`config.mk`:
```
export PLATFORM = sky130hd
export DESIGN_NAME = mux_nchx1_hs_gea0
export DESIGN_NICKNAME = d
export VERILOG_FILES = /design/src/rtl/mux_gea0_pkg.sv /design/src/rtl/rr_arb_nx1_gea0.sv /design/src/rtl/mux_nchx1_hs_gea0.sv
export SDC_FILE = /design/constraint.sdc
export NUM_CORES = 1
export LEC_CHECK = 0
export ABC_AREA = 1
export CAP_MARGIN = 40
export CORE_MARGIN = 8
export CORE_UTILIZATION = 41
export DETAILED_ROUTE_END_ITERATION = 12
export GPL_TIMING_DRIVEN = 1
export PLACE_DENSITY = 0.78
export SYNTH_ARGS = -nofsm -noshare
export SYNTH_HDL_FRONTEND = slang
export SYNTH_SLANG_ARGS = --single-unit
```
`constraint.sdc`:
```
create_clock -name clk -period 5.02 [get_ports clk]
set_input_delay 1.255 -clock clk [delete_from_list [all_inputs] [get_ports clk]]
set_output_delay 1.255 -clock clk [all_outputs]
set_load 0.03 [all_outputs]
```
`src/rtl/mux_gea0_pkg.sv`:
```
// Shared constants, FSM state type and elaboration helpers for the N:1 handshake mux.
package mux_gea0_pkg;

    localparam logic MODE_DIRECT = 1'b0;
    localparam logic MODE_RR     = 1'b1;

    typedef enum logic {ST_OPEN, ST_LOCK} state_e;

    function automatic int unsigned clog2(input int unsigned n);
        int unsigned r;
        r = 0;
        for (int unsigned i = 0; i < 32; i++) begin
            if ((64'd1 << i) < 64'(n)) r = i + 1;
        end
        return r;
    endfunction

endpackage

```
`src/rtl/rr_arb_nx1_gea0.sv`:
```
// Combinational round-robin pick: first requester strictly after ptr, wrapping modulo NCH.
module rr_arb_nx1_gea0 #(
    parameter int unsigned NCH  = 4,
    parameter int unsigned SELW = 2
) (
    input  logic [NCH-1:0]  req_i,
    input  logic [SELW-1:0] ptr_i,
    output logic            gnt_vld_o,
    output logic [SELW-1:0] gnt_idx_o
);

    logic [2*NCH-1:0] req_dbl;
    logic [NCH-1:0]   req_rot;

    // Rotating a doubled copy puts channel ptr+1 at bit 0.
    assign req_dbl = {req_i, req_i};
    assign req_rot = NCH'(req_dbl >> (32'(ptr_i) + 32'd1));

    always_comb begin
        logic [NCH-1:0] rot_sh;
        gnt_vld_o = 1'b0;
        gnt_idx_o = '0;
        rot_sh    = '0;
        for (int unsigned i = 0; i < NCH; i++) begin
            rot_sh = req_rot >> i;
            if (!gnt_vld_o && rot_sh[0]) begin
                gnt_vld_o = 1'b1;
                gnt_idx_o = SELW'((32'(ptr_i) + 32'd1 + i) % NCH);
            end
        end
    end

endmodule

```
`src/rtl/mux_nchx1_hs_gea0.sv`:
```
// Registered N:1 data mux with valid/ready on every port, DIRECT or round-robin grant,
// and grant locking across multi-beat packets framed by in_last.
module mux_nchx1_hs_gea0
    import mux_gea0_pkg::*;
#(
    parameter int unsigned WIDTH = 8,
    parameter int unsigned NCH   = 4,
    parameter int unsigned SELW  = 2
) (
    input  logic               clk,
    input  logic               rst_n,
    input  logic               mode_i,
    input  logic [SELW-1:0]    sel_i,
    input  logic [NCH-1:0]     in_valid_i,
    output logic [NCH-1:0]     in_ready_o,
    input  logic [NCH*WIDTH-1:0] in_data_i,
    input  logic [NCH-1:0]     in_last_i,
    output logic               out_valid_o,
    input  logic               out_ready_i,
    output logic [WIDTH-1:0]   out_data_o,
    output logic               out_last_o,
    output logic [SELW-1:0]    out_ch_o
);

    if (NCH < 2 || NCH > 16 || SELW < clog2(NCH)) begin : g_param_err
        $error("mux_nchx1_hs_gea0: NCH must be 2..16 and SELW >= clog2(NCH)");
    end

    state_e            state_q;
    logic [SELW-1:0]   lock_ch_q;
    logic [SELW-1:0]   ptr_q;
    logic              out_valid_q;
    logic [WIDTH-1:0]  out_data_q;
    logic              out_last_q;
    logic [SELW-1:0]   out_ch_q;

    logic              rr_vld;
    logic [SELW-1:0]   rr_idx;
    logic              grant_vld;
    logic [SELW-1:0]   grant_idx;
    logic              load_ok;
    logic              xfer;
    logic [NCH-1:0]    hit;
    logic [NCH*WIDTH-1:0] data_masked;
    logic [WIDTH-1:0]  data_d;
    logic              last_d;

    rr_arb_nx1_gea0 #(
        .NCH  (NCH),
        .SELW (SELW)
    ) u_arb (
        .req_i     (in_valid_i),
        .ptr_i     (ptr_q),
        .gnt_vld_o (rr_vld),
        .gnt_idx_o (rr_idx)
    );

    always_comb begin
        grant_vld = 1'b0;
        grant_idx = '0;
        if (state_q == ST_LOCK) begin
            grant_vld = 1'b1;
            grant_idx = lock_ch_q;
        end else if (mode_i == MODE_RR) begin
            grant_vld = rr_vld;
            grant_idx = rr_idx;
        end else if (32'(sel_i) < NCH) begin
            grant_vld = 1'b1;
            grant_idx = sel_i;
        end
    end

    assign load_ok = !out_valid_q || out_ready_i;

    for (genvar k = 0; k < NCH; k++) begin : g_ch
        assign hit[k] = grant_vld && (grant_idx == SELW'(k));
        // Reset gating keeps every channel stalled while the block is held in reset.
        assign in_ready_o[k] = rst_n && load_ok && hit[k];
        assign data_masked[k*WIDTH +: WIDTH] = {WIDTH{hit[k]}} & in_data_i[k*WIDTH +: WIDTH];
    end

    always_comb begin
        data_d = '0;
        for (int unsigned k = 0; k < NCH; k++) begin
            data_d = data_d | WIDTH'(data_masked >> (k * WIDTH));
        end
    end

    assign last_d = |(hit & in_last_i);
    assign xfer   = |(in_valid_i & in_ready_o);

    always_ff @(posedge clk or negedge rst_n) begin
        if (!rst_n) begin
            state_q     <= ST_OPEN;
            lock_ch_q   <= '0;
            ptr_q       <= SELW'(NCH - 1);
            out_valid_q <= 1'b0;
            out_data_q  <= '0;
            out_last_q  <= 1'b0;
            out_ch_q    <= '0;
        end else begin
            if (xfer) begin
                out_valid_q <= 1'b1;
                out_data_q  <= data_d;
                out_last_q  <= last_d;
                out_ch_q    <= grant_idx;
            end else if (out_ready_i) begin
                out_valid_q <= 1'b0;
            end
            if (xfer) begin
                if (last_d) begin
                    state_q <= ST_OPEN;
                    ptr_q   <= grant_idx;
                end else if (state_q == ST_OPEN) begin
                    state_q   <= ST_LOCK;
                    lock_ch_q <= grant_idx;
                end
            end
        end
    end

    assign out_valid_o = out_valid_q;
    assign out_data_o  = out_data_q;
    assign out_last_o  = out_last_q;
    assign out_ch_o    = out_ch_q;

endmodule

```
# Word-level counts from Yosys, hierarchy flattened
# Cells that the tools add are included.
[totals] regBits=17 latch_bits=0 ramBits=0 romBits=0 input_bits=46 output_inout_bits=16 mem_count=0
[classes] n_addsub=4 mul=0 div=0 order_cmp=0 eq_ne=3 shifts=1 muxes=15 bitwise_logic=11 reduce_logical=23
[ops] operator="$and 8x8->8" n=4
[ops] operator="$or 8x8->8" n=3
[ops] operator="$logic_and 1x1->1" n=12
[ops] operator="$mux 2" n=6
[ops] operator="$mux 1" n=9
[ops] operator="$and 4x4->4" n=2
[ops] operator="$reduce_or 4->1" n=2
[ops] operator="$shr 8x3->4" n=1
[ops] operator="$add 2x2->2 const B" n=2
[ops] operator="$eq 2x2->1 const B" n=2
[ops] operator="$logic_not 1->1" n=4
[ops] operator="$add 2x1->3 const B" n=1
[ops] operator="$reduce_and 3->1" n=1
[ops] operator="$add 2x1->2 const B" n=1
[ops] operator="$eq 2x1->1 const B" n=1
[ops] operator="$logic_not 2->1" n=1
[ops] operator="$not 1->1" n=2
[ops] operator="$reduce_and 2->1" n=1
[ops] operator="$reduce_bool 2->1" n=1
[ops] operator="$logic_or 1x1->1" n=1

# Depth between registers and ports, before layout
[depth] word_depth=20 depth_mapped=19

# By module
# A second synthesis with hierarchy kept.
[unflattened] hier_cells=203 area_unflattened_um2=1468.9
[by_module_without_submodules] mod="mux_nchx1_hs_gea0" instances=1 cells_each=153 area_each_um2=1159.9 seq_area_each_um2=427.9
[by_module_without_submodules] mod="rr_arb_nx1_gea0" instances=1 cells_each=50 area_each_um2=309.0 seq_area_each_um2=0.0

# Worst setup path before layout
# No wires, ideal clock.
[synth_path] path_type="input-to-output" startpoint="input port in_valid_i[2]" endpoint="output port in_ready_o[2]" arrival_ns=2.713 required_time_ns=3.765 slack_ns=1.052 cell_stages=11 path_buffers=0 path_cell_list="nand2_1 > nand2_1 > nand2_1 > nand2_1 > nor2_1 > nand2_1 > nand2_1 > nand3_2 > nand2_4 > nand2_8 > nor3_1"
[synth_between] elab_chain_len=16 elab_cells_between_ends=22 cone_classes="eq/ne (1); shift (1); mux (12); reduce/logical (8)"
[synth_lines] element="start: declaration" line="mux_nchx1_hs_gea0.sv:14" rtl="input logic [NCH-1:0] in_valid_i,"
[synth_lines] element="$shr 8x3->4 *" line="rr_arb_nx1_gea0.sv:17" rtl="assign req_rot = NCH'(req_dbl >> (32'(ptr_i) + 32'd1));"
[synth_lines] element="$mux 1" line="rr_arb_nx1_gea0.sv:26" rtl="if (!gnt_vld_o && rot_sh[0]) begin"
[synth_lines] element="$logic_not 1->1" line="rr_arb_nx1_gea0.sv:26"
[synth_lines] element="$logic_and 1x1->1" line="rr_arb_nx1_gea0.sv:26"
[synth_lines] element="$mux 1" line="rr_arb_nx1_gea0.sv:26"
[synth_lines] element="$logic_not 1->1" line="rr_arb_nx1_gea0.sv:26"
[synth_lines] element="$logic_and 1x1->1" line="rr_arb_nx1_gea0.sv:26"
[synth_lines] element="$mux 1" line="rr_arb_nx1_gea0.sv:26"
[synth_lines] element="$logic_not 1->1" line="rr_arb_nx1_gea0.sv:26"
[synth_lines] element="$logic_and 1x1->1" line="rr_arb_nx1_gea0.sv:26"
[synth_lines] element="$mux 2" line="rr_arb_nx1_gea0.sv:26"
[synth_lines] element="$mux 2" line="mux_nchx1_hs_gea0.sv:64" rtl="end else if (mode_i == MODE_RR) begin"
[synth_lines] element="$mux 2" line="mux_nchx1_hs_gea0.sv:61" rtl="if (state_q == ST_LOCK) begin"
[synth_lines] element="$eq 2x2->1" line="mux_nchx1_hs_gea0.sv:76" rtl="assign hit[k] = grant_vld && (grant_idx == SELW'(k));"
[synth_lines] element="$logic_and 1x1->1 *" line="mux_nchx1_hs_gea0.sv:76"
[synth_lines] element="$logic_and 1x1->1 *" line="mux_nchx1_hs_gea0.sv:78" rtl="assign in_ready_o[k] = rst_n && load_ok && hit[k];"
[synth_lines] element="end: declaration" line="mux_nchx1_hs_gea0.sv:15" rtl="output logic [NCH-1:0] in_ready_o,"
# Every way passes the cells marked *; elsewhere a longest branch is shown, timed or not.

# Worst setup path after layout
[layout_path] startpoint="input port in_valid_i[1]" endpoint="output port in_ready_o[1]"
[layout_between] elab_chain_len=16 elab_cells_between_ends=22 cone_classes="eq/ne (1); shift (1); mux (12); reduce/logical (8)"
[layout_lines] element="$shr 8x3->4 *" line="rr_arb_nx1_gea0.sv:17"
[layout_lines] element="$mux 1" line="rr_arb_nx1_gea0.sv:26"
[layout_lines] element="$logic_not 1->1" line="rr_arb_nx1_gea0.sv:26"
[layout_lines] element="$logic_and 1x1->1" line="rr_arb_nx1_gea0.sv:26"
[layout_lines] element="$mux 1" line="rr_arb_nx1_gea0.sv:26"
[layout_lines] element="$logic_not 1->1" line="rr_arb_nx1_gea0.sv:26"
[layout_lines] element="$logic_and 1x1->1" line="rr_arb_nx1_gea0.sv:26"
[layout_lines] element="$mux 1" line="rr_arb_nx1_gea0.sv:26"
[layout_lines] element="$logic_not 1->1" line="rr_arb_nx1_gea0.sv:26"
[layout_lines] element="$logic_and 1x1->1" line="rr_arb_nx1_gea0.sv:26"
[layout_lines] element="$mux 2" line="rr_arb_nx1_gea0.sv:26"
[layout_lines] element="$mux 2" line="mux_nchx1_hs_gea0.sv:64"
[layout_lines] element="$mux 2" line="mux_nchx1_hs_gea0.sv:61"
[layout_lines] element="$eq 2x1->1" line="mux_nchx1_hs_gea0.sv:76"
[layout_lines] element="$logic_and 1x1->1 *" line="mux_nchx1_hs_gea0.sv:76"
[layout_lines] element="$logic_and 1x1->1 *" line="mux_nchx1_hs_gea0.sv:78"
# Marks and branches as above.

==> metrics.md <==
| Metric | Value |
|---|---|
| Status | completed |
| Net count after synthesis | ~260 |
| Critical path class | in -> out |
| Core area | around 3400 um^2 |
| Initial antenna violation count | 0 |
| Most frequent cells in the layout | 95 x nand2_1, 60 x clkdlybuf4s50_1, 19 x nand3_1 |
| Die ar. | between 5000 and 6000 um^2 |
| Die W | 75.5 um |
| Storage element area | 428 um^2 |
| Sequential fraction of the synthesis area | 29.5% |
| Final Hold Viols | 0 |
| Final hold slack | about 0.5 ns |
| CTS tree | built |
| Post-DR wirelength/cell | approximately 13 um |
| Syn Area/Cell | around 6.7 um^2 |
| RSZ-0062 raised after global routing | false |
| CP arrival | ~3.5 ns |
| DR pass1 iterations | 4 |
| Num CTS Buffers | 3 |
| Minimum clock period | ~4.8 ns |
| Drt total wl | 4.20 mm |
| DRC Markers | 0 |
| CP Data Required Time | 3.76 ns |
| Hold WC Path Type | reg -> reg |
| CTS Root Cell | clkbuf_4 |
| Slew headroom | around two thirds |
| Max frequency | 209 MHz |
| Vias | 1591 |
| GRT Total Usage | around 16% |
| CTS Buffer Depth | 2 |
| Multi-input gate area | between 900 and 1000 um^2 |
| # fillers | 328 |
| Peak VDD IR | 0.000365 V |
| Cell Area, Synth | ~1500 um^2 |
| Initial core utilization | 43.1% |
| Max_cap viols | 0 |
| Sink Count | 17 |
| Dpl hpwl | 3.55 mm |
| Global-route wire length before repair | approximately 7.2 mm |
| Overflow after GRT | 0 |
| Die Ht | 75.5 um |
| Clk_skew | 0.00345 ns |
| DP Cell Count | 320 |
| DR iter-0 viols | 83 |
| Placer congestion estimate | 0.929 |
| PostCTS Resize Cnt | 0 |
| # Post-CTS Setup Buffers | 0 |
| Yosys cell types | 27 |
| I/O pin cnt | 62 |
| YS warnings | 0 |
| Number of global-route vias before repair | 1663 |
| Final Cycle Share | 95.3% |
| Final setup fails | 0 |
| Leak | 0.00102 uW |
| Worst-path clk slew | 0.09 ns |
| Detail Route Antenna Nets | 0 |
| Pwr dens | 600 nW/um^2 |
| Skew-Pair Late Insertion Delay | 0.29 ns |
| Largest net degree at the start of global routing | 19 |
| Non-Filler Instances | 324 |
| Row Count | 21 |
| # nets final | roughly 330 |
| Share of layout cells above drive strength 1 | 15.8% |
| H-tree lvl count | 1 |
| Seq cells post-synth | 17 |
| Cts hold-fix bufs | 0 |
| Worst slew pin tran | 0.500 ns |
| Slew Limit Fails | 0 |
| Post-Syn Instances | 215 |
| CP Capture Type | output pin |
| Setup_tns | 0 ns |
| CP startpoint kind | input port |
| Port Buffer Count | 61 |
| Crit path max fanout | 9 |
| Most common cell after layout, fill and taps aside | nand2_1 |
| Area growth syn-to-layout | 47.0% |
| Vias/cell | 4.91 |
| Ant diodes | 0 |
routing by layer:
layer | part of all wire, % | GRT usage (%) | routed length, um | up-vias
met4 | 1.0 | 5.33 | 44 | 0
met5 | 0 | 0 | 0 | -
li1 | - | - | - | 826
met2 | 45 | 26.6 | 1890 | 59
met3 | 12 | 8.82 | 508 | 4
met1 | 42 | 17.9 | 1750 | 702
area by class of cell:
type / count / area share [%]
Multi-Input combinational cell: 180 / 44.0
Clock inverter: 1 / 0.235
Tap cell: 46 / 2.70
Clock buffer: 3 / 1.06
Timing Repair Buffer: 63 / 29.5
Inverter: 14 / 2.46
Sequential cell: 17 / 20.1
where the power goes:
group | internal (uW) | leakage (uW) | total, uW | switching (uW)
registers | 207 | 0.000209 | 263 | 56.0
logic | 343 | 0.000795 | 944 | 601
clock network | 29.6 | 0.0000177 | 72.0 | 42.4
total | 579 | 0.00102 | 1280 | 699
critical path: stages:
cell             delay, ns
clkdlybuf4s50_1       0.48
nand2_2               0.13
nand2_1               0.10
nor2_2                0.17
nand2_1               0.10
o21ai_2               0.13
inv_2                 0.05
nand2_4               0.08
nand2_4               0.06
nand2_8               0.12
nand2_2               0.07
nor2_1                0.09
clkdlybuf4s50_1       0.68
cell usage after synthesis:
cell       n  area [um^2]
nand2_1   95          357
nand3_1   19         95.1
dfrtp_1   15          375
nand2_2   11         68.8
inv_1     10         37.5
nand4_1   10         62.6
nor2_1    10         37.5
a21oi_1    4         20.0
nand3_2    4         40.0
o21ai_1    4         20.0
o21ai_2    4         35.0
inv_2      3         11.3
nand2_4    3         33.8
nor3_1     3         15.0
a21oi_2    2         17.5
buf_4      2         15.0
dfstp_2    2         52.6
nand2_8    2         40.0
nor2_2     2         12.5
nor2_8     2         40.0
o21ai_0    2         10.0
buf_2      1         5.00
buf_6      1         11.3
clkinv_1   1         3.75
nand4_2    1         12.5
nor2_4     1         11.3
nor3_2     1         10.0
through the flow:
step | total power (uW) | utilization [%] | cell area (um^2) | worst slack (ns)
after floorplan | 961 | - | 1450 | 1.05
after global placement | 1210 | 62.5 | 2100 | 0.168
after detailed placement | 1220 | 62.5 | 2100 | 0.164
after CTS | 1290 | 63.3 | 2130 | 0.163
after global routing | 1410 | 63.4 | 2130 | 0.0342
final | 1280 | 63.4 | 2130 | 0.236
registers in the layout (all words and copies together), names as in the netlist:
signal,flops
lock_ch_q,2
out_valid_o,1
ptr_q,2
out_last_o,1
out_data_o,8
state_q,1
out_ch_o,2
final timing paths:
check	startpoint	to	slack, ns	cells past startpoint
setup / recovery	in_valid_i[1]	in_ready_o[1]	0.24	13
hold / removal	out_data_o[6]	out_data_o[6]	0.49	2
setup reg to reg	ptr_q[0]	out_last_o	2.30	15
hold reg to reg	out_data_o[6]	out_data_o[6]	0.49	2
max in group asynchronous	rst_n	ptr_q[1]	3.45	2
min in group asynchronous	rst_n	out_ch_o[0]	1.32	2
cell families (layout without fill, tap and decap cells):
kind of cell           after synthesis  after routing  synth area share [%]
AND/OR/NAND/NOR                    164            164                  57.6
buffers and inverters               18             81                  5.78
flip-flops                          17             17                  29.5
AO/OA/AOI/OAI                       16             16                  7.08
Note: power is estimated with default switching activity, not from simulation.
